--- src/rtl/input_cond_pkg.sv ---
// Shared constants and helpers for the input conditioner.
// Default widths, output-mode encodings and the debounce counter width.
package input_cond_pkg;

  localparam int unsigned DEF_SYNC_STAGES     = 2;
  localparam int unsigned DEF_DEBOUNCE_CYCLES = 4;
  localparam int unsigned DEF_GLITCH_CNT_W    = 8;

  localparam int unsigned MODE_LEVEL = 0;
  localparam int unsigned MODE_PULSE = 1;

  // Bits needed to hold 0..debounce_cycles.
  function automatic int unsigned cnt_width(input int unsigned debounce_cycles);
    return $clog2(debounce_cycles + 1);
  endfunction

endpackage

--- src/rtl/input_cond_chan.sv ---
// One conditioning channel: synchroniser, debounce counter, rising-edge pulse.
// Optional saturating glitch counter when INPUT_COND_GLITCH_CNT_EN is defined.
module input_cond_chan
  import input_cond_pkg::*;
#(
  parameter int unsigned SYNC_STAGES     = DEF_SYNC_STAGES,
  parameter int unsigned DEBOUNCE_CYCLES = DEF_DEBOUNCE_CYCLES,
  parameter int unsigned PULSE_MODE      = MODE_PULSE,
  parameter int unsigned GLITCH_CNT_W    = DEF_GLITCH_CNT_W
) (
  input  logic                    clk,
  input  logic                    rst,
  input  logic                    i_en,
  input  logic                    i_raw,
  output logic                    o_sig,
  output logic                    o_lvl,
  output logic [GLITCH_CNT_W-1:0] o_glitch_cnt
);

  localparam int unsigned        CNT_W    = cnt_width(DEBOUNCE_CYCLES);
  localparam logic [CNT_W-1:0]   CNT_LAST = CNT_W'(DEBOUNCE_CYCLES - 1);

  logic [SYNC_STAGES-1:0] r_sync;
  logic [CNT_W-1:0]       r_cnt;
  logic [CNT_W-1:0]       w_cnt_nxt;
  logic                   r_st;
  logic                   w_st_nxt;
  logic                   r_pulse;
  logic                   w_pulse_nxt;
  logic                   w_s;

  // Synchroniser runs independently of the enable.
  always_ff @(posedge clk or negedge rst) begin
    if (!rst) begin
      r_sync <= '0;
    end else begin
      r_sync <= {r_sync[SYNC_STAGES-2:0], i_raw};
    end
  end

  assign w_s = r_sync[SYNC_STAGES-1];

  // Stable value flips only after DEBOUNCE_CYCLES consecutive differing samples.
  always_comb begin
    w_cnt_nxt   = '0;
    w_st_nxt    = r_st;
    w_pulse_nxt = 1'b0;
    if (i_en && (w_s != r_st)) begin
      if (r_cnt == CNT_LAST) begin
        w_st_nxt    = w_s;
        w_pulse_nxt = w_s;
      end else begin
        w_cnt_nxt = r_cnt + CNT_W'(1);
      end
    end
  end

  always_ff @(posedge clk or negedge rst) begin
    if (!rst) begin
      r_cnt   <= '0;
      r_st    <= 1'b0;
      r_pulse <= 1'b0;
    end else begin
      r_cnt   <= w_cnt_nxt;
      r_st    <= w_st_nxt;
      r_pulse <= w_pulse_nxt;
    end
  end

  assign o_lvl = r_st;
  assign o_sig = (PULSE_MODE == MODE_PULSE) ? r_pulse : r_st;

`ifdef INPUT_COND_GLITCH_CNT_EN
  logic                    w_abandon;
  logic [GLITCH_CNT_W-1:0] r_glitch;

  // An attempt is abandoned when the input falls back before the count completes.
  assign w_abandon = i_en && (w_s == r_st) && (r_cnt != '0);

  always_ff @(posedge clk or negedge rst) begin
    if (!rst) begin
      r_glitch <= '0;
    end else if (w_abandon && (r_glitch != '1)) begin
      r_glitch <= r_glitch + GLITCH_CNT_W'(1);
    end
  end

  assign o_glitch_cnt = r_glitch;
`else
  assign o_glitch_cnt = '0;
`endif

endmodule

--- src/rtl/input_conditioner.sv ---
// Two independent conditioned inputs feeding the one-hot control FSM.
// Define INPUT_COND_GLITCH_CNT_EN to enable the per-channel glitch counters.
module input_conditioner
  import input_cond_pkg::*;
#(
  parameter int unsigned SYNC_STAGES     = DEF_SYNC_STAGES,
  parameter int unsigned DEBOUNCE_CYCLES = DEF_DEBOUNCE_CYCLES,
  parameter int unsigned PULSE_MODE      = MODE_PULSE,
  parameter int unsigned GLITCH_CNT_W    = DEF_GLITCH_CNT_W
) (
  input  logic                    clk,
  input  logic                    rst,
  input  logic                    en,
  input  logic                    raw_sig_1,
  input  logic                    raw_sig_2,
  output logic                    input_sig_1,
  output logic                    input_sig_2,
  output logic                    lvl_1,
  output logic                    lvl_2,
  output logic [GLITCH_CNT_W-1:0] glitch_cnt_1,
  output logic [GLITCH_CNT_W-1:0] glitch_cnt_2
);

  input_cond_chan #(
    .SYNC_STAGES     (SYNC_STAGES),
    .DEBOUNCE_CYCLES (DEBOUNCE_CYCLES),
    .PULSE_MODE      (PULSE_MODE),
    .GLITCH_CNT_W    (GLITCH_CNT_W)
  ) u_chan_1 (
    .clk          (clk),
    .rst          (rst),
    .i_en         (en),
    .i_raw        (raw_sig_1),
    .o_sig        (input_sig_1),
    .o_lvl        (lvl_1),
    .o_glitch_cnt (glitch_cnt_1)
  );

  input_cond_chan #(
    .SYNC_STAGES     (SYNC_STAGES),
    .DEBOUNCE_CYCLES (DEBOUNCE_CYCLES),
    .PULSE_MODE      (PULSE_MODE),
    .GLITCH_CNT_W    (GLITCH_CNT_W)
  ) u_chan_2 (
    .clk          (clk),
    .rst          (rst),
    .i_en         (en),
    .i_raw        (raw_sig_2),
    .o_sig        (input_sig_2),
    .o_lvl        (lvl_2),
    .o_glitch_cnt (glitch_cnt_2)
  );

endmodule
--- config.mk ---
export PLATFORM = sky130hd
export DESIGN_NAME = input_conditioner
export DESIGN_NICKNAME = d
export VERILOG_FILES = /design/src/rtl/input_cond_pkg.sv /design/src/rtl/input_cond_chan.sv /design/src/rtl/input_conditioner.sv
export SDC_FILE = /design/constraint.sdc
export NUM_CORES = 1
export LEC_CHECK = 0
export CAP_MARGIN = 20
export CORE_MARGIN = 3
export CORE_UTILIZATION = 38
export DETAILED_ROUTE_END_ITERATION = 12
export PLACE_DENSITY = 0.73
export RECOVER_POWER = 50
export SLEW_MARGIN = 20
export SYNTH_ARGS = -nofsm -noshare
export SYNTH_HDL_FRONTEND = slang
export SYNTH_SLANG_ARGS = --single-unit
--- constraint.sdc ---
create_clock -name clk -period 1.3 [get_ports clk]
set_clock_uncertainty 0.15 [all_clocks]
set_input_delay 0.39 -clock clk [delete_from_list [all_inputs] [get_ports clk]]
set_output_delay 0.39 -clock clk [all_outputs]
set_load 0.1 [all_outputs]
==> results.cfg, run 1 <==
[run_status]
status = finished with violations
failed_checks = setup timing

[placed_design]
placement.cell_area_um2 = 813
dp.final_hpwl_um = 705
dp_worst_setup_slack_ps = -365
port-buffer-count = 8
finalWeightedCongestion = 0.677

[global_route]
grt_antenna_before_repair = 0
overflow_left_after_global_routing = 0
wire_length_of_the_first_global_routing_pass_mm = 1.51
grt_pass1_vias = 309
grt_use_total_pct = 10.7
largest_net_degree_at_the_start_of_global_routing = 15

[clock_tree]
clock_latency_ps = 270
htree_levels = 1
cts_tree = yes
clock_path_buffers = 2
clk_pin_slew_worst_paths_ps = 80
cts_hold_buf = 0
cts-buffers-inserted = 3
ctsRootBufferMaster = sky130_fd_sc_hd__clkbuf_4
clkSinkCount = 14

[floorplan]
ios = 25
initial_core_util_pct = 42.5
floorplan.die_area_um2 = 2300
std_cell_rows = 14
die_y_um = 48.0
core_um2 = 1580
die_width_um = 48.0

[min_path]
worst_hold_path_type = flip-flop to flip-flop

[cells_and_area]
inserted_diodes = 0
design_area_um2 = 921
layout_cell_share_with_drive_strength_beyond_1_pct = 49.3
syn_to_final_growth_pct = 37.6
finalNetCount = 77

[synth]
synth_cell_type_count = 11
number_of_standard_cells_after_synthesis = 49
post_synth_instance_area_um2 = 669
synth-edff-count = 0
synth_most_common_cell = sky130_fd_sc_hd__buf_4
part_of_the_yosys_area_used_for_sequential_elements_pct = 52.3
synth_seq_cells = 14
synth_largest_area_cell = sky130_fd_sc_hd__dfrtp_1
netlist_top_cells_area = sky130_fd_sc_hd__dfrtp_1 (52%), sky130_fd_sc_hd__buf_4 (18%), sky130_fd_sc_hd__and4bb_2 (7.5%)
async_reset_ff_share_pct = 100
synth.cells.most_frequent = sky130_fd_sc_hd__buf_4 (16), sky130_fd_sc_hd__dfrtp_1 (14), sky130_fd_sc_hd__and4bb_2 (4)
synth_largest_type_area_fraction_pct = 52.3
synth_flop_cell = sky130_fd_sc_hd__dfrtp_1
syn-mean-instance-area_um2 = 13.7
synth.yosys.warnings = 0

[detailed_routing]
drt_pass1_iterations = 2
detail_route.drc_violations = 0
detail_route.wl_per_cell_um = 12.0
detail_routed_via_count_per_cell = 4.49
wire_length_reported_by_the_detailed_router_mm = 1.02
wirelength_met1_um = 388
routed-wl-met2_um = 549
final_antenna_net_count = 0
met3_wirelength_um = 84
dr.first_iter.drc_count = 2
routed.top_layer = met3
detailroute.via_count = 382

[worst_setup_path]
crit_required_ps = 760
regToRegSetupSlack_ps = -130
timing.critical_path.buf_inv = 1
setup.worst_path.end_class = output port
cell_chain_critical_path = buf_12
cp_top_family = flip-flops
critical_path.max_stage_delay_ps = 510
crit_slowest_cell = sky130_fd_sc_hd__dfrtp_4
crit_arrival_ps = 960
worst-setup-path-type = flip-flop to output port
startpoint_type = flip-flop
crit_path_max_fanout = 2

[pwr]
finalPower_mw = 1.40
power_density_nw_per_um2 = 1520
vdd_drop_max_mv = 0.824
leakage_nw = 0.438

[timing]
holdWs_ps = 205
setup_viol_count_final = 8
timing_max_transition_violations_final = 0
rsz0062_at_grt = true
worst_slew_pin_slew_ps = 624
fin_ws_ps = -200
slew-limit-headroom_pct = 58.3
finalHoldViolations = 0
setup_tns_ps = -966
fin_crit_sh_pct = 115
timing.fmax_ghz = 0.667
post_layout_min_period_ps = 1500

[flow_run]
max_cap_viol_count = 0
==> what timing repair did <==
action                                  CTS  global route
endpoints found under the setup margin    6            13
setup buffers                             4             1
pin swaps                                 1             4
gates resized for setup                   5             4
endpoints found under the hold margin     0             0
==> state kept, by name (all words and copies together) (netlist names) <==
signal / count
u_chan_1.o_lvl: 1
u_chan_1.o_sig: 1
u_chan_1.r_cnt: 3
u_chan_1.r_sync: 2
u_chan_2.o_lvl: 1
u_chan_2.o_sig: 1
u_chan_2.r_cnt: 3
u_chan_2.r_sync: 2
==> power breakdown <==
group / leakage (nW) / internal, mW / switching [mW] / total (mW)
Sequential: 0.176 / 0.481 / 0.0337 / 0.515
Clock: 0.0210 / 0.170 / 0.128 / 0.298
Combinational: 0.240 / 0.198 / 0.386 / 0.584
==> per-layer routing <==
layer  up-vias  GRT usage [%]
met5         -              0
met4         0           3.23
met3         0           7.52
met2        19           15.6
met1       185           12.7
li1        178              -
==> cells in the final DEF, fill, tap and decap left out, types with 2 or more instances in the layout <==
| cell type | n |
|---|---|
| sky130_fd_sc_hd__conb_1 | 16 |
| sky130_fd_sc_hd__dfrtp_2 | 2 |
| sky130_fd_sc_hd__clkbuf_4 | 3 |
| sky130_fd_sc_hd__buf_4 | 6 |
| sky130_fd_sc_hd__ha_2 | 2 |
| sky130_fd_sc_hd__dfrtp_1 | 10 |
| sky130_fd_sc_hd__xnor2_4 | 2 |
| sky130_fd_sc_hd__dfrtp_4 | 2 |
| sky130_fd_sc_hd__nand3b_1 | 2 |
| sky130_fd_sc_hd__buf_6 | 2 |
| sky130_fd_sc_hd__clkdlybuf4s50_1 | 3 |
| sky130_fd_sc_hd__buf_12 | 4 |
| sky130_fd_sc_hd__and4bb_2 | 4 |
| sky130_fd_sc_hd__nor4b_2 | 2 |
| sky130_fd_sc_hd__mux2_4 | 2 |
==> stage by stage <==
| step | cells | utilization, % |
|---|---|---|
| 6_report | 85 | 58.4 |
| 5_1_grt | 85 | 58.4 |
| 4_1_cts | 84 | 57.5 |
| 3_5_place_dp | 76 | 51.6 |
| 3_3_place_gp | 76 | 51.6 |
| 2_1_floorplan | 64 | - |
==> path summary, 6_finish.rpt <==
kind                                      end  cells past startpoint                from
min                        u_chan_1.r_sync[1]                      0  u_chan_1.r_sync[0]
max in group asynchronous      u_chan_2.o_lvl                      2                 rst
max reg2reg                 u_chan_2.r_cnt[2]                      4      u_chan_2.o_lvl
min reg2reg                u_chan_1.r_sync[1]                      0  u_chan_1.r_sync[0]
max                                     lvl_2                      1      u_chan_2.o_lvl
min in group asynchronous   u_chan_2.r_cnt[1]                      2                 rst
==> cell families (layout without fill, tap and decap cells) <==
kind of cell | Yosys count | after routing | share of synthesized area, %
fa+ha+maj | 2 | 2 | 3.74
flops | 14 | 14 | 52.3
xor+xnor | 2 | 2 | 2.62
other cells | 1 | 16 | 0.560
buf+inv | 16 | 21 | 17.9
mux | 2 | 2 | 4.49
simple gates | 12 | 12 | 18.3
==> final cells by class <==
type	instances	area, um2
Clock buffer	4	36.3
Fill cell	131	656
Multi-Input combinational cell	34	305
Sequential cell	14	360
Tap cell	16	20.0
Timing Repair Buffer	17	199
Note: power is estimated with default switching activity, not from simulation.
==> run 2, diff against run 1 <==
--- a/config.mk
+++ b/config.mk
@@ -7,9 +7,8 @@
 export LEC_CHECK = 0
 export CAP_MARGIN = 20
 export CORE_MARGIN = 3
-export CORE_UTILIZATION = 38
+export CORE_UTILIZATION = 25
 export DETAILED_ROUTE_END_ITERATION = 12
-export PLACE_DENSITY = 0.73
 export RECOVER_POWER = 50
 export SLEW_MARGIN = 20
 export SYNTH_ARGS = -nofsm -noshare
==> run 2 against run 1 <==
Compared with the run above: the flow still finishes with violations (setup timing); flip-flop and latch count stayed put; setup slack better by 4.9 ps; global-route usage is 4.3 points lower; clock-buffer cell count stayed put; die area is 45% higher; critical path type unchanged; highest routed layer unchanged.
==> results.cfg, run 2 (synthesis results as in run 1) <==
[pwr]
leakage_nw = 0.418
power_density_nw_per_um2 = 1510
vdd_drop_max_mv = 0.818
finalPower_mw = 1.38

[timing]
fin_crit_sh_pct = 115
timing_max_transition_violations_final = 0
timing.fmax_ghz = 0.669
setup_tns_ps = -681
post_layout_min_period_ps = 1500
holdWs_ps = 206
rsz0062_at_grt = true
setup_viol_count_final = 8
fin_ws_ps = -195
finalHoldViolations = 0

[cells_and_area]
design_area_um2 = 912
fillCellCount = 240
layout_cell_share_with_drive_strength_beyond_1_pct = 47.0
layout.cells.most_common = sky130_fd_sc_hd__conb_1
finish.utilization_pct = 36.2
top_flop_regs = u_chan_1.r_cnt: 3 flops, u_chan_2.r_cnt: 3 flops
multi_input_area_um2 = 309
inserted_diodes = 0
syn_to_final_growth_pct = 36.3
finalNetCount = 74
most-common-layout-cells = sky130_fd_sc_hd__conb_1 (16), sky130_fd_sc_hd__dfrtp_1 (10), sky130_fd_sc_hd__and4bb_2 (4), sky130_fd_sc_hd__buf_12 (4)
area.sequential_um2 = 360

[floorplan]
initial_core_util_pct = 26.5
die_y_um = 57.7
ios = 25
std_cell_rows = 18
floorplan.die_area_um2 = 3330
die_width_um = 57.7
core_um2 = 2520

[clock_tree]
cts-buffers-inserted = 3
clock_path_buffers = 2
clkSinkCount = 14
clock_latency_ps = 270
htree_levels = 1
clk_pin_slew_worst_paths_ps = 80
cts_hold_buf = 0
ctsRootBufferMaster = sky130_fd_sc_hd__clkbuf_4
cts_tree = yes

[placed_design]
finalWeightedCongestion = 0.627
dp.final_hpwl_um = 688
placement.cell_area_um2 = 811
port-buffer-count = 8

[worst_setup_path]
setup.worst_path.end_class = output port
cp_top_family = flip-flops
crit_path_max_fanout = 2
worst_r2r_path_depth = 3
reg2reg_to = u_chan_1.r_cnt[2]
worst-setup-path-type = flip-flop to output port
regToRegSetupSlack_ps = -40
cell_chain_critical_path = buf_12
timing.critical_path.buf_inv = 1
crit_slowest_cell = sky130_fd_sc_hd__dfrtp_4
crit_required_ps = 760
reg2reg_from = u_chan_1.o_lvl
critical_path.max_stage_delay_ps = 510
startpoint_type = flip-flop
crit_arrival_ps = 960

[run_status]
status = finished with violations
failed_checks = setup timing

[global_route]
grt_pass1_vias = 347
grt_use_total_pct = 6.43
overflow_left_after_global_routing = 0
wire_length_of_the_first_global_routing_pass_mm = 1.63
largest_net_degree_at_the_start_of_global_routing = 15
grt_antenna_before_repair = 0

[min_path]
hold_path.startpoint = u_chan_1.r_sync[0]
worst_hold_path_type = flip-flop to flip-flop
timing.hold.worst_path_depth = 0
worst_hold_path.endpoint = u_chan_1.r_sync[1]

[detailed_routing]
final_antenna_net_count = 0
detail_route.wl_per_cell_um = 10.2
wire_length_reported_by_the_detailed_router_um = 975
drt_pass1_iterations = 2
dr.first_iter.drc_count = 11
detailroute.via_count = 362
detail_route.drc_violations = 0
detail_routed_via_count_per_cell = 3.77

[flow_run]
max_cap_viol_count = 0
## run 2: worst max-delay path by stage
| stage | startpoint | to | slack (ps) | cells after the start |
|---|---|---|---|---|
| 6_report | u_chan_2.o_lvl | lvl_2 | -200 | 1 |
| 2_1_floorplan | u_chan_1.o_lvl | u_chan_1.r_cnt[2] | -40 | 2 |
| 3_5_place_dp | en | u_chan_2.o_lvl | -430 | 3 |
| 5_1_grt | u_chan_1.o_lvl | lvl_1 | -230 | 1 |
| 4_1_cts | u_chan_1.o_lvl | lvl_1 | -210 | 1 |
| 3_3_place_gp | en | u_chan_2.o_lvl | -420 | 3 |
## run 2: per-layer routing
layer  GRT usage (%)  share of wire [%]  routed length [um]  vias up
met5               0                  0                   0        -
met4            1.99                  0                   0        0
met1            8.72                 45                 437      172
met3            2.00                9.9                  97        0
li1                -                  -                   -      170
met2            9.84                 45                 440       20
## run 2: area by class of cell
cell class | instances | share of cell area [%]
flip-flops and latches | 14 | 39.5
multi-input cells | 34 | 33.9
repair buffers | 14 | 18.5
well taps | 30 | 4.12
clock buffers | 4 | 3.98
## run 2: where the power goes
part           leakage (nW)  switching, mW  total [mW]  internal, mW
registers             0.176         0.0336       0.514         0.481
logic                 0.220          0.382       0.564         0.182
clock network        0.0210          0.133       0.303         0.170
total                 0.418          0.549        1.38         0.833
## run 2: timing repair
action / 4_1_cts / 5_1_grt
buffers inserted: 3 / 0
endpoints found under the setup margin: 8 / 13
resized for setup: 6 / 3
pin swaps: 0 / 4
## run 2: through the flow
step	setup slack (ps)	std cells
global route	-227	96
global placement	-425	89
floorplan	-36.2	64
finish	-195	96
detailed placement	-433	89
CTS	-206	96
